--- config.mk ---
export PLATFORM = sky130hd
export DESIGN_NAME = iter_alu
export DESIGN_NICKNAME = d
export VERILOG_FILES = /design/src/rtl/iter_alu.sv
export SDC_FILE = /design/constraint.sdc
export NUM_CORES = 1
export LEC_CHECK = 0
export ABC_CLOCK_PERIOD_IN_PS = 16480
export BUFFER_PORTS_ARGS = -buffer_cell sky130_fd_sc_hd__clkbuf_2
export CAP_MARGIN = 0
export CORE_MARGIN = 2
export CORE_UTILIZATION = 35
export CTS_BUF_LIST = sky130_fd_sc_hd__clkbuf_8
export DETAILED_ROUTE_END_ITERATION = 8
export PLACE_DENSITY = 0.5
export SYNTH_ARGS = -nofsm -noshare
export SYNTH_HDL_FRONTEND = slang
export SYNTH_SLANG_ARGS = --single-unit
export TNS_END_PERCENT = 30
--- constraint.sdc ---
create_clock -name clk -period 16.48 [get_ports clk]
set_clock_uncertainty 0.1 [all_clocks]
set_input_delay 2.472 -clock clk [delete_from_list [all_inputs] [get_ports clk]]
set_output_delay 2.472 -clock clk [all_outputs]
set_load 0.03 [all_outputs]
--- src/rtl/iter_alu.sv ---
// ----------------------------------------------------------------------------
// iter_alu : multi-cycle ALU with valid/ready handshakes on both sides.
//
// Executes the 4-bit data-processing opcode set in one cycle, unsigned
// multiply iteratively (shift-add, one bit per cycle) and, when the
// ITER_ALU_DIV_EN macro is defined, unsigned divide (restoring, one quotient
// bit per cycle). Holds the NZCV flag register that supplies carry-in.
//
// Optional feature macro: ITER_ALU_DIV_EN (divider datapath + UDIV opcode).
//
// Ports:
//   clk, rst_n        rising-edge clock, synchronous active-low reset
//   in_valid/in_ready request handshake (in_ready high only while idle)
//   op, set_flags     operation select, update flags when result is accepted
//   src0, src1        operands A and B
//   out_valid/out_ready result handshake
//   result            registered result
//   flags             current flag register {N,Z,C,V}
//   res_flags         flags computed for the pending result {N,Z,C,V}
//   div_by_zero       pending result is a divide by zero
// ----------------------------------------------------------------------------
module iter_alu #(
    parameter int unsigned WIDTH = 32,
    parameter int unsigned CNT_W = $clog2(WIDTH) + 1
) (
    input  logic             clk,
    input  logic             rst_n,
    input  logic             in_valid,
    output logic             in_ready,
    input  logic [3:0]       op,
    input  logic             set_flags,
    input  logic [WIDTH-1:0] src0,
    input  logic [WIDTH-1:0] src1,
    output logic             out_valid,
    input  logic             out_ready,
    output logic [WIDTH-1:0] result,
    output logic [3:0]       flags,
    output logic [3:0]       res_flags,
    output logic             div_by_zero
);

    localparam int unsigned SW = WIDTH + 1;

    localparam logic [3:0] OP_AND  = 4'b0000;
    localparam logic [3:0] OP_EOR  = 4'b0001;
    localparam logic [3:0] OP_SUB  = 4'b0010;
    localparam logic [3:0] OP_RSB  = 4'b0011;
    localparam logic [3:0] OP_ADD  = 4'b0100;
    localparam logic [3:0] OP_ADC  = 4'b0101;
    localparam logic [3:0] OP_SBC  = 4'b0110;
    localparam logic [3:0] OP_RSC  = 4'b0111;
    localparam logic [3:0] OP_MUL  = 4'b1000;
    localparam logic [3:0] OP_UDIV = 4'b1001;
    localparam logic [3:0] OP_CMP  = 4'b1010;
    localparam logic [3:0] OP_RSV  = 4'b1011;
    localparam logic [3:0] OP_ORR  = 4'b1100;
    localparam logic [3:0] OP_MOV  = 4'b1101;
    localparam logic [3:0] OP_BIC  = 4'b1110;
    localparam logic [3:0] OP_MVN  = 4'b1111;

    typedef enum logic [1:0] {
        S_IDLE = 2'd0,
        S_MUL  = 2'd1,
        S_DIV  = 2'd2,
        S_DONE = 2'd3
    } state_e;

    state_e             state_q;
    logic               in_ready_q;
    logic               out_valid_q;
    logic [WIDTH-1:0]   result_q;
    logic [3:0]         flags_q;
    logic [3:0]         res_flags_q;
    logic               dbz_q;
    logic               setf_q;
    logic [CNT_W-1:0]   cnt_q;
    // Shared iteration registers: multiplicand/divisor, multiplier/quotient,
    // accumulator/remainder.
    logic [WIDTH-1:0]   mcand_q;
    logic [WIDTH-1:0]   mplier_q;
    logic [WIDTH-1:0]   acc_q;

    // N and Z from a result; C and V cleared (MUL/UDIV/logic results).
    function automatic logic [3:0] nz_flags(input logic [WIDTH-1:0] r);
        return {r[WIDTH-1], (r == '0), 2'b00};
    endfunction

    // ------------------------------------------------------------------
    // Single-cycle datapath: one WIDTH+1 adder covers every add/subtract
    // form by feeding it (x, y, carry-in); subtracts use y = ~subtrahend.
    // ------------------------------------------------------------------
    logic [WIDTH-1:0] add_x_d;
    logic [WIDTH-1:0] add_y_d;
    logic             add_ci_d;
    logic             is_arith_d;
    logic [WIDTH-1:0] logic_res_d;
    logic [SW-1:0]    add_sum_d;
    logic [WIDTH-1:0] sc_res_d;
    logic [3:0]       sc_flags_d;
    logic             sc_defined_d;

    always_comb begin
        add_x_d     = src0;
        add_y_d     = src1;
        add_ci_d    = 1'b0;
        is_arith_d  = 1'b0;
        logic_res_d = '0;
        case (op)
            OP_AND: logic_res_d = src0 & src1;
            OP_EOR: logic_res_d = src0 ^ src1;
            OP_ORR: logic_res_d = src0 | src1;
            OP_MOV: logic_res_d = src1;
            OP_BIC: logic_res_d = src0 & ~src1;
            OP_MVN: logic_res_d = ~src1;
            OP_ADD: is_arith_d = 1'b1;
            OP_ADC: begin
                is_arith_d = 1'b1;
                add_ci_d   = flags_q[1];
            end
            OP_SUB, OP_CMP: begin
                is_arith_d = 1'b1;
                add_y_d    = ~src1;
                add_ci_d   = 1'b1;
            end
            OP_RSB: begin
                is_arith_d = 1'b1;
                add_x_d    = src1;
                add_y_d    = ~src0;
                add_ci_d   = 1'b1;
            end
            OP_SBC: begin
                is_arith_d = 1'b1;
                add_y_d    = ~src1;
                add_ci_d   = flags_q[1];
            end
            OP_RSC: begin
                is_arith_d = 1'b1;
                add_x_d    = src1;
                add_y_d    = ~src0;
                add_ci_d   = flags_q[1];
            end
            default: logic_res_d = '0;
        endcase
    end

    assign add_sum_d    = {1'b0, add_x_d} + {1'b0, add_y_d} + SW'(add_ci_d);
    assign sc_defined_d = !(op == OP_RSV || op == OP_UDIV || op == OP_MUL);

    // Reserved opcodes report zero result and all-zero flags (Z not set).
    always_comb begin
        sc_res_d   = is_arith_d ? add_sum_d[WIDTH-1:0] : logic_res_d;
        sc_flags_d = 4'b0000;
        if (sc_defined_d) begin
            sc_flags_d = nz_flags(sc_res_d);
            if (is_arith_d) begin
                sc_flags_d[1] = add_sum_d[WIDTH];
                sc_flags_d[0] = (add_x_d[WIDTH-1] == add_y_d[WIDTH-1]) &&
                                (add_sum_d[WIDTH-1] != add_x_d[WIDTH-1]);
            end
        end
    end

    // Shift-add multiply step: add multiplicand when current multiplier LSB set.
    logic [WIDTH-1:0] mul_acc_d;
    assign mul_acc_d = mplier_q[0] ? (acc_q + mcand_q) : acc_q;

`ifdef ITER_ALU_DIV_EN
    // Restoring divide step: shift next dividend bit into the remainder,
    // subtract divisor if it fits. A zero divisor always fits, giving all-ones.
    logic [SW-1:0]    rem_sh_d;
    logic             q_bit_d;
    logic [WIDTH-1:0] rem_d;
    logic [WIDTH-1:0] quo_d;
    assign rem_sh_d = {acc_q, mplier_q[WIDTH-1]};
    assign q_bit_d  = (rem_sh_d >= {1'b0, mcand_q});
    assign rem_d    = q_bit_d ? (rem_sh_d[WIDTH-1:0] - mcand_q) : rem_sh_d[WIDTH-1:0];
    assign quo_d    = {mplier_q[WIDTH-2:0], q_bit_d};
`endif

    // ------------------------------------------------------------------
    // Control FSM and all registered outputs.
    // ------------------------------------------------------------------
    always_ff @(posedge clk) begin
        if (!rst_n) begin
            state_q     <= S_IDLE;
            in_ready_q  <= 1'b1;
            out_valid_q <= 1'b0;
            result_q    <= '0;
            flags_q     <= 4'b0000;
            res_flags_q <= 4'b0000;
            dbz_q       <= 1'b0;
            setf_q      <= 1'b0;
            cnt_q       <= '0;
            mcand_q     <= '0;
            mplier_q    <= '0;
            acc_q       <= '0;
        end else begin
            case (state_q)
                S_IDLE: begin
                    if (in_valid) begin
                        in_ready_q <= 1'b0;
                        setf_q     <= set_flags;
                        cnt_q      <= '0;
                        dbz_q      <= 1'b0;
                        if (op == OP_MUL) begin
                            mcand_q  <= src0;
                            mplier_q <= src1;
                            acc_q    <= '0;
                            state_q  <= S_MUL;
                        end
`ifdef ITER_ALU_DIV_EN
                        else if (op == OP_UDIV) begin
                            mcand_q  <= src1;
                            mplier_q <= src0;
                            acc_q    <= '0;
                            state_q  <= S_DIV;
                        end
`endif
                        else begin
                            result_q    <= sc_res_d;
                            res_flags_q <= sc_flags_d;
                            out_valid_q <= 1'b1;
                            state_q     <= S_DONE;
                        end
                    end
                end
                S_MUL: begin
                    acc_q    <= mul_acc_d;
                    mcand_q  <= mcand_q << 1;
                    mplier_q <= mplier_q >> 1;
                    cnt_q    <= cnt_q + CNT_W'(1);
                    if (cnt_q == CNT_W'(WIDTH - 1)) begin
                        result_q    <= mul_acc_d;
                        res_flags_q <= nz_flags(mul_acc_d);
                        out_valid_q <= 1'b1;
                        state_q     <= S_DONE;
                    end
                end
`ifdef ITER_ALU_DIV_EN
                S_DIV: begin
                    acc_q    <= rem_d;
                    mplier_q <= quo_d;
                    cnt_q    <= cnt_q + CNT_W'(1);
                    if (cnt_q == CNT_W'(WIDTH - 1)) begin
                        result_q    <= quo_d;
                        res_flags_q <= nz_flags(quo_d);
                        dbz_q       <= (mcand_q == '0);
                        out_valid_q <= 1'b1;
                        state_q     <= S_DONE;
                    end
                end
`endif
                S_DONE: begin
                    if (out_ready) begin
                        out_valid_q <= 1'b0;
                        in_ready_q  <= 1'b1;
                        if (setf_q) begin
                            flags_q <= res_flags_q;
                        end
                        state_q <= S_IDLE;
                    end
                end
                default: begin
                    state_q     <= S_IDLE;
                    in_ready_q  <= 1'b1;
                    out_valid_q <= 1'b0;
                end
            endcase
        end
    end

    assign in_ready    = in_ready_q;
    assign out_valid   = out_valid_q;
    assign result      = result_q;
    assign flags       = flags_q;
    assign res_flags   = res_flags_q;
    assign div_by_zero = dbz_q;

endmodule

**Word-level counts from Yosys, hierarchy flattened**

Index checks and enable logic that the tools add are counted.

- Flip-flop bits (word level): 147
- Input port bits: 73

- $add $sub $neg: 4
- Eq/ne operators: 25
- Muxes and demuxes: 41
- Bitwise logic cells: 7
- Reductions and logical operators: 21

Operators by type and width:

| kind | number |
|---|---|
| $mux 32 | 12 |
| $pmux 32 s2 | 5 |
| $pmux 32 s6 | 1 |
| $and 32x32->32 | 2 |
| $logic_not 32->1 | 2 |
| $not 32->32 | 2 |
| $add 32x32->33 | 1 |
| $add 33x1->33 | 1 |
| $add 32x32->32 | 1 |
| $eq 4x4->1 const B | 8 |
| $or 32x32->32 | 1 |
| $xor 32x32->32 | 1 |
| $eq 4x3->1 const B | 4 |
| $mux 4 | 4 |
| $pmux 6 s2 | 1 |
| $reduce_and 3->1 | 4 |
| $mux 2 | 5 |
| $ne 2x2->1 const B | 5 |
| $reduce_or 3->1 | 3 |
| $eq 4x2->1 const B | 2 |
| $pmux 4 s2 | 1 |
| $reduce_and 4->1 | 2 |
| $mux 1 | 7 |
| $reduce_or 7->1 | 1 |
| 19 further kinds | 22 |

**Depth between registers and ports, before layout**

Gate-level depths: netlist (run 1).

- Depth in word-level cells: 12
- Depth in mapped cells: 23
- Mapped depth without buffers: 18

**Least setup slack after synthesis (run 1)**

Ideal clock, no wire load.

- Path kind: input-to-reg
- From: in op[1]
- To: reg result_q[30] (netlist: result[30])
- Setup time: 0.116 ns
- Arrival: 6.921 ns
- Required time: 16.264 ns
- Setup slack: 9.343 ns
- Stages on the path: 22
- Buffers on the path: 5
- Path through: clkbuf_1 -> clkbuf_1 -> nand2_1 -> or2_2 -> clkbuf_1 -> clkbuf_1 -> clkbuf_1 -> a31oi_1 -> fa_1 -> inv_1 -> fa_1 -> a211oi_1 -> o21ai_1 -> a21oi_1 -> nand4bb_1 -> a21oi_1 -> a211o_1 -> a31oi_1 -> xnor2_1 -> a221oi_2 -> nand2_1 -> a41o_1

- Cells in the longest elaborated chain, start to end: 9
- Elaborated cells between the ends (all ways): 32
- Classes of those cells: add/sub (2); eq/ne (14); mux (9); reduce/logical (7)

Ends and longest elaborated chain:

| element | line | RTL |
|---|---|---|
| from (decl) | 30 | `input logic [3:0] op,` |
| $eq 4x3->1, or another cell as far along | 108 | `case (op)` |
| $reduce_or 3->1 (no line) or $reduce_or 2->1 (tied branches) | -- |  |
| $pmux 32 s2 or $mux 32 (tied branches) | 108 |  |
| $add 32x32->33 | 146 | `assign add_sum_d = {1'b0, add_x_d} + {1'b0, add_y_d} + SW'(add_ci_d);` |
| $add 33x1->33 | 146 |  |
| $mux 32 | 151 | `sc_res_d = is_arith_d ? add_sum_d[WIDTH-1:0] : logic_res_d;` |
| $mux 32 | 205 | `if (op == OP_MUL) begin` |
| $mux 32 | 200 | `if (in_valid) begin` |
| $pmux 32 s2 | 198 | `case (state_q)` |
| to (signal assigned) | 220 | `result_q <= sc_res_d;` |
| to (signal assigned) | 233 | `result_q <= mul_acc_d;` |
| to (decl) | 71 | `logic [WIDTH-1:0] result_q;` |

Parallel ways exist; a longest one is shown, timed or not. The select of a mux whose other input is x is not followed.
A chain may end at the register's enable or synchronous reset.

**Worst setup path after layout (run 1)**

- From: in op[1]
- To: reg res_flags_q[2] (netlist: res_flags[2])

- Cells in the longest elaborated chain, start to end: 11
- Elaborated cells between the ends (all ways): 38
- Classes of those cells: add/sub (2); eq/ne (16); mux (10); reduce/logical (10)

Ends and longest elaborated chain:

| element | line | RTL |
|---|---|---|
| $eq 4x3->1, or another cell as far along | 108 |  |
| $reduce_or 3->1 (no line) or $reduce_or 2->1 (tied branches) | -- |  |
| $pmux 32 s2 or $mux 32 (tied branches) | 108 |  |
| $add 32x32->33 | 146 |  |
| $add 33x1->33 | 146 |  |
| $mux 32 | 151 |  |
| $logic_not 32->1 | 85 | `return {r[WIDTH-1], (r == '0), 2'b00};` |
| $mux 4 | 153 | `if (sc_defined_d) begin` |
| $mux 4 | 205 |  |
| $mux 4 | 200 |  |
| $pmux 4 s2 | 198 |  |
| to (signal assigned) | 221 | `res_flags_q <= sc_flags_d;` |
| to (signal assigned) | 234 | `res_flags_q <= nz_flags(mul_acc_d);` |
| to (decl) | 73 | `logic [3:0] res_flags_q;` |

Parallel ways exist; a longest one is shown, timed or not. The select of a mux whose other input is x is not followed.

==> summary.md, run 1 <==
| Metric | Value |
|---|---|
| Reg2Reg Launch Point | flags[1] |
| Diode count | 0 |
| First-pass GRT wire length | 78290 um |
| RSZ-0062 raised after global routing | false |
| P&R area growth vs syn | 9.713% |
| CP max FO | 97 |
| Max Cap Violations | 0 |
| Iter 0 DRT Violations | 1405 |
| # setup viols final | 0 |
| Fin crit period | 7.784 ns |
| H-tree depth | 4 |
| Total gr overflow | 0 |
| Crit. End Element | flip-flop |
| Synth Flop Type | dfxtp_1 |
| WP data arrival | 8.10 ns |
| Leak | 0.006532 uW |
| FFs w/ async S/R, synth | 0 |
| Worst skew pair latency | 0.51 ns |
| Pins Over Slew Limit | 0 |
| Initial Util | 0.3524 |
| Worst endpoint required time | 16.79 ns |
| Synthesized instance count | 1863 |
| Clock transition at the registers of the reported paths | 0.09 ns |
| CTS sink cnt | 147 |
| Tightest Pin Transition | 1.072 ns |
| Synth Net Count | 2034 |
| HPWL after detailed placement | 36950 um |
| Cell area after synthesis | 13530 um2 |
| Worst path slowest cell | a2111oi_0 |
| Slowest stage delay, CP | 0.70 ns |
| Port buffer count | 114 |
| Fillers | 4148 |
| Chip Height | 200.6 um |
| Routability Congestion | 0.9065 |
| CTS tree | done |
| Critical path class | in2reg |
| Boundary pin count | 116 |
| Hold Buf Count CTS | 0 |
| DRC Markers | 0 |
| Setup TNS | 0 ns |
| Antenna violations before repair | 4 |
| Critical path origin | op[1] |
| Final Routed Wirelength | 50280 um |
| Worst IR Drop VDD | 0.06103 mV |
| Drt pass-1 iters | 6 |
| Final Core Density | 0.3867 |
| Final Hold Viols | 0 |
| Total GRT Usage | 0.2466 |
| Commonest non-fill, non-tap cell in the layout | nand2_1 |
| Most frequent cells in the layout | nand2_1, o21ai_0, dfxtp_1, a21oi_1, clkbuf_2 |
| Rel. slew slack | 0.2853 |
| CTS resizes | 0 |
| Fmax | 128.5 MHz |
| Nets | 2049 |
| Outcome | finished, final reports clean |
| Hold Crit Start | result[23] |
| Layout cells sized above 1 | 0.1047 |
| Syn Area/Cell | 7.260 um2 |
| Total core area | 38380 um2 |
| WL per Instance | 20.87 um |
| # Post-CTS Setup Buffers | 0 |
| Largest net degree at the start of global routing | 102 |
| Warnings from Yosys | 0 |
| Vias in the first global route | 13240 |
| Via density per instance | 5.915 |
| Startpoint types | input pin |
| Die width | 200.6 um |
| Post-synth EDFFs | 0 |
| Type of the most critical hold path | reg2reg |
| Post-synthesis cell type count | 85 |
| Power Dens Cells | 79.52 nW/um2 |
| CP cell instances | clkbuf_2 > buf_4 > nand2_1 > or2_2 > buf_4 > a21oi_1 > fa_1 > inv_1 > fa_1 > a211oi_1 > o21ai_1 > a21oi_1 > xnor2_1 > a2111oi_0 > nand4_1 > nor4_1 > nand4_1 > nor4_1 > a31oi_1 > o41ai_2 |
| DR vias | 14250 |
| Routed Antenna Nets | 0 |
| Seq/Total Area, Yosys | 0.2176 |
| CTS Buf Count | 17 |
| Final cycle utilization of the critical path | 0.4723 |
| Die ar. | 40230 um2 |
| Clock tree root buffer cell | clkbuf_8 |
| Row cnt | 72 |
| Flops & latches, synth | 147 |
| CTS max path bufs | 2 |
registers in the layout, indices dropped and copies added (netlist names):
signal and count:
in_ready 1, out_valid 1, result 32, mplier_q 32
setf_q 1, acc_q 32, mcand_q 32, flags 4
cnt_q 6, res_flags 4, state_q 2
routing by layer:
metal / wire, um / global-route usage / part of all wire
met5: 28 / 0 / 0.00056
met4: 1125 / 0.07593 / 0.022
met3: 3312 / 0.04886 / 0.066
met2: 21980 / 0.3802 / 0.44
met1: 23830 / 0.3458 / 0.47
cell usage after synthesis (all sizes together) (11+ instances only):
master	n	area, um2
o21bai	11	82.58
nor2	89	334.1
o22ai	15	93.84
o211ai	75	563.0
inv	84	315.3
nand3	56	280.3
a22oi	26	195.2
nand2b	12	75.07
o211a	66	660.6
o21a	16	120.1
a21oi	127	650.6
buf	26	108.9
nand2	252	945.9
clkbuf	112	420.4
nor2b	39	244.0
and3	15	93.84
nor3	32	160.2
xnor2	26	227.7
and2	23	143.9
ha	95	1189
a31oi	33	206.5
xor2	13	113.9
o21ai	181	909.6
a211oi	22	165.2
a21o	29	217.7
dfxtp	147	2943
a21boi	39	292.8
nor4	13	87.58
nand4	28	175.2
mux2i	28	280.3
final cells by class:
| type | count | area [um2] | area share |
|---|---|---|---|
| Clock inverter | 13 | 172.7 | 0.01164 |
| Multi-Input combinational cell | 1494 | 9774 | 0.6587 |
| Sequential cell | 147 | 2944 | 0.1984 |
| Inverter | 84 | 315.3 | 0.02125 |
| Timing Repair Buffer | 134 | 723.2 | 0.04874 |
| Tap cell | 518 | 648.1 | 0.04368 |
| Clock buffer | 19 | 261.5 | 0.01762 |
power breakdown:
| part | internal, uW | total (uW) | switching, uW |
|---|---|---|---|
| clock | 160 | 325 | 164 |
| sequential | 381 | 404 | 22.2 |
| combinational | 157 | 452 | 295 |
| total | 699 | 1180 | 481 |
logic make-up after synthesis:
group	share of synthesized area
AO/OA/AOI/OAI	0.3619
flip-flops	0.2176
buffers and inverters	0.06244
multiplexers	0.02905
adder cells (fa/ha/maj)	0.09232
XOR/XNOR	0.02525
other	0.0002773
AND/OR/NAND/NOR	0.2112
path summary, 6_finish.rpt:
| check | end | slack, ns | cells after the start |
|---|---|---|---|
| worst min-delay path | result[23] | 0.36 | 2 |
| worst max register to register | res_flags[2] | 11.72 | 17 |
| worst max-delay path | res_flags[2] | 8.70 | 20 |
| worst min register to register | result[23] | 0.36 | 2 |
critical path: cells and delay by family:
family | cells | cell delay [ns]
AO/OA/AOI/OAI | 7 | 2.20
AND/OR/NAND/NOR | 6 | 1.58
buffers and inverters | 4 | 1.02
adder cells (fa/ha/maj) | 2 | 0.66
XOR/XNOR | 1 | 0.11
through the flow:
| stage | instances | power (uW) | worst slack [ns] | cell area, um2 | hold WS (ns) |
|---|---|---|---|---|---|
| after detailed placement | 2377 | 855.5 | 8.276 | 14410 | 0.3480 |
| final | 2409 | 1180 | 8.696 | 14840 | 0.3592 |
| after global routing | 2409 | 1253 | 8.407 | 14840 | 0.3814 |
| after floorplan | 1863 | 715.8 | 9.343 | 13530 | 0.3520 |
| after CTS | 2409 | 1185 | 8.824 | 14840 | 0.3618 |
| after global placement | 2377 | 852.8 | 8.439 | 14410 | 0.3455 |
(Power assumes the default switching activity.)
==> run 2: changes to the inputs <==
--- a/config.mk
+++ b/config.mk
@@ -5,14 +5,15 @@
 export SDC_FILE = /design/constraint.sdc
 export NUM_CORES = 1
 export LEC_CHECK = 0
-export ABC_CLOCK_PERIOD_IN_PS = 16480
+export ABC_AREA = 1
+export ABC_CLOCK_PERIOD_IN_PS = 7600
 export BUFFER_PORTS_ARGS = -buffer_cell sky130_fd_sc_hd__clkbuf_2
 export CAP_MARGIN = 0
 export CORE_MARGIN = 2
 export CORE_UTILIZATION = 35
 export CTS_BUF_LIST = sky130_fd_sc_hd__clkbuf_8
 export DETAILED_ROUTE_END_ITERATION = 8
-export PLACE_DENSITY = 0.5
+export PLACE_DENSITY = 0.49
 export SYNTH_ARGS = -nofsm -noshare
 export SYNTH_HDL_FRONTEND = slang
 export SYNTH_SLANG_ARGS = --single-unit
==> constraint.sdc (replaced) <==
create_clock -name clk -period 7.6 [get_ports clk]
set_clock_uncertainty 0.1 [all_clocks]
set_input_delay 1.14 -clock clk [delete_from_list [all_inputs] [get_ports clk]]
set_output_delay 1.14 -clock clk [all_outputs]
set_load 0.03 [all_outputs]
==> run 2 against run 1 <==
- worst hold slack gained 0.0054 ns
- flip-flop and latch count is the same
- final cell count rose by 27%
- sequential share of layout area down 0.84 points
- synthesized area increased by 4.5%
- largest cell class unchanged
- largest power group unchanged
==> summary.md, run 2 <==
| Metric | Value |
|---|---|
| Outcome | finished, final reports clean |
| DR vias | 16090 (+13%) |
| Final non-filler cell total | 3049 (+27%) |
| Placed cell count | 3017 (+27%) |
| Most common cell in the netlist | nand2_1 |
| First-pass GRT wire length | 88490 um (+13%) |
| Type of the most critical hold path | reg2reg |
| Synth top area share | 0.2206 (+0.003024) |
| CTS sink cnt | 147 (unchanged) |
| Pins Over Slew Limit | 0 (unchanged) |
| Leading area contributor after synthesis | nand2_1 |
| Fmax | 215.8 MHz |
| Via density per instance | 5.276 (-11%) |
| Cell area after synthesis | 14140 um2 (+4.5%) |
| Synth Net Count | 2638 (+30%) |
| Final Hold Viols | 0 (unchanged) |
| Worst skew pair latency | 0.57 ns (+0.06 ns) |
| CTS resizes | 0 (unchanged) |
| Int Power | 1563 uW (+120%) |
| HPWL after detailed placement | 43840 um (+19%) |
| Antenna violations before repair | 0 (-4) |
| Synthesized instance count | 2467 (+32%) |
| Synth cell count leaders | nand2_1, inv_1, nand3_1 |
| Total core area | 39820 um2 (+3.8%) |
| Largest net degree at the start of global routing | 126 (+24%) |
| DRC Markers | 0 (unchanged) |
| Post-synthesis cell type count | 44 (-48%) |
| Power Dens Cells | 195.0 nW/um2 (+150%) |
| Fin crit period | 4.635 ns |
| Routed Antenna Nets | 0 (unchanged) |
| Commonest non-fill, non-tap cell in the layout | nand2_1 |
| Post-synth EDFFs | 0 (unchanged) |
| Warnings from Yosys | 0 (unchanged) |
| Clock power share | 0.225 (-0.050) |
| Tightest Pin Transition | 1.195 ns (+0.1231 ns) |
| CTS tree | done |
| Total gr overflow | 0 (unchanged) |
| Clock tree root buffer cell | clkbuf_8 |
| Initial Util | 0.3551 (+0.002626) |
| FFs w/ async S/R, synth | 0 (unchanged) |
| Diode count | 0 (unchanged) |
| Rel. slew slack | 0.2032 (-0.08208) |
| Die ar. | 42020 um2 (+4.5%) |
| Setup TNS | 0 ns (unchanged) |
| # Post-CTS Setup Buffers | 0 (unchanged) |
| Syn Area/Cell | 5.732 um2 (-21%) |
| Port buffer count | 114 (unchanged) |
| # setup viols final | 0 (unchanged) |
| CTS max path bufs | 2 (unchanged) |
| Switch Pwr | 1457 uW (+200%) |
| Die width | 205.0 um (+2.2%) |
| Routability Congestion | 0.9659 (+6.6%) |
| Final cycle utilization of the critical path | 0.6098 |
| Row cnt | 73 (+1.4%) |
| Worst IR Drop VDD | 0.1306 mV (+110%) |
| H-tree depth | 4 (unchanged) |
| Layout cells sized above 1 | 0.08003 (-0.02467) |
| Vias in the first global route | 15200 (+15%) |
| WP data arrival | 5.04 ns (-3.06 ns) |
| Clock transition at the registers of the reported paths | 0.09 ns (about the same) |
| CTS Buf Count | 17 (unchanged) |
| Max Cap Violations | 0 (unchanged) |
| Boundary pin count | 116 (unchanged) |
| Worst endpoint required time | 8.01 ns (-8.78 ns) |
| Critical path class | in2reg |
| Placed inst area | 15080 um2 (+4.7%) |
| Net Sw Frac | 0.4824 (+0.07471) |
| Final Routed Wirelength | 57320 um (+14%) |
| CP most frequent cell | nand2_1 |
| Most frequent cells in the layout | nand2_1, inv_1, nand3_1, nor2_1, o21ai_0 |
| Seq/Total Area, Yosys | 0.2081 (-0.009453) |
| Nets | 2682 (+31%) |
| Hold Buf Count CTS | 0 (unchanged) |
| CP max FO | 35 (-64%) |
| Design area | 15480 um2 (+4.4%) |
| WL per Instance | 18.80 um (-9.9%) |
| Leak | 0.007892 uW (+21%) |
| Crit. End Element | flip-flop |
| P&R area growth vs syn | 9.513% |
| Iter 0 DRT Violations | 1201 (-15%) |
| Slowest stage delay, CP | 0.39 ns (-0.31 ns) |
| Area contributors post-synth | nand2_1, dfxtp_1, inv_1 |
| Sequential power share | 0.324 (-0.018) |
| WHS | 0.3645 ns (+0.005386 ns) |
| Total GRT Usage | 0.2766 (+0.03005) |
| RSZ-0062 raised after global routing | false |
| Chip Height | 205.0 um (+2.2%) |
| Worst path slowest cell | buf_4 |
| Drt pass-1 iters | 7 (+1) |
| Flops & latches, synth | 147 (unchanged) |
| Startpoint types | input pin |
| Comb pwr share | 0.451 (+0.068) |
| Total chip power | 3020 uW (+160%) |
| Synth Flop Type | dfxtp_1 |
## run 2: stage by stage
stage	setup WS (ns)	util
3_5_place_dp	2.438	0.3787
3_3_place_gp	2.482	0.3787
6_report	2.965	0.3888
2_1_floorplan	3.502	-
4_1_cts	3.005	0.3888
5_1_grt	2.508	0.3888
## run 2: worst paths after layout
kind	to	slack, ns	depth (start not counted)	start
hold reg to reg	in_ready	0.36	2	in_ready
setup reg to reg	result[19]	2.98	14	state_q[1]
setup / recovery	res_flags[2]	2.97	26	op[1]
hold / removal	in_ready	0.36	2	in_ready
## run 2: critical path: cells and delay by family
kind	cells	cell delay (ns)
buf+inv	6	1.06
compound gates	2	0.33
simple gates	17	2.12
fa+ha+maj	1	0.36
## run 2: routing by layer
layer / up-vias / wire (um) / global-route usage
met1: 7458 / 27700 / 0.3882
met4: 0 / 1437 / 0.08402
met2: 406 / 25460 / 0.4376
met3: 66 / 2726 / 0.03770
met5: - / 0 / 0
li1: 8156 / - / -
## run 2: layout make-up
type,instances,area (um2)
clock buffer,17,234.0
clock inverter,15,168.9
fill,4525,24340
inverter,339,1275
multi-input combinational,1876,9517
sequential,147,2943
tap,525,656.9
timing repair buffer,130,690.7
## run 2: kinds of logic after synthesis
group | after synthesis | synth area share
adder cells (fa/ha/maj) | 98 | 0.08831
XOR/XNOR | 22 | 0.01363
AND/OR/NAND/NOR | 1305 | 0.3822
buffers and inverters | 444 | 0.1215
flip-flops | 147 | 0.2081
other | 1 | 0.0002652
AO/OA/AOI/OAI | 450 | 0.1860
## run 2: power by group through the flow
| stage | clock, uW | combinational, uW | sequential [uW] |
|---|---|---|---|
| floorplan | 0 | 838 | 1060 |
| global placement | 0 | 1350 | 994 |
| detailed placement | 0 | 1350 | 996 |
| CTS | 706 | 1360 | 980 |
| global route | 728 | 1520 | 993 |
| finish | 678 | 1360 | 979 |
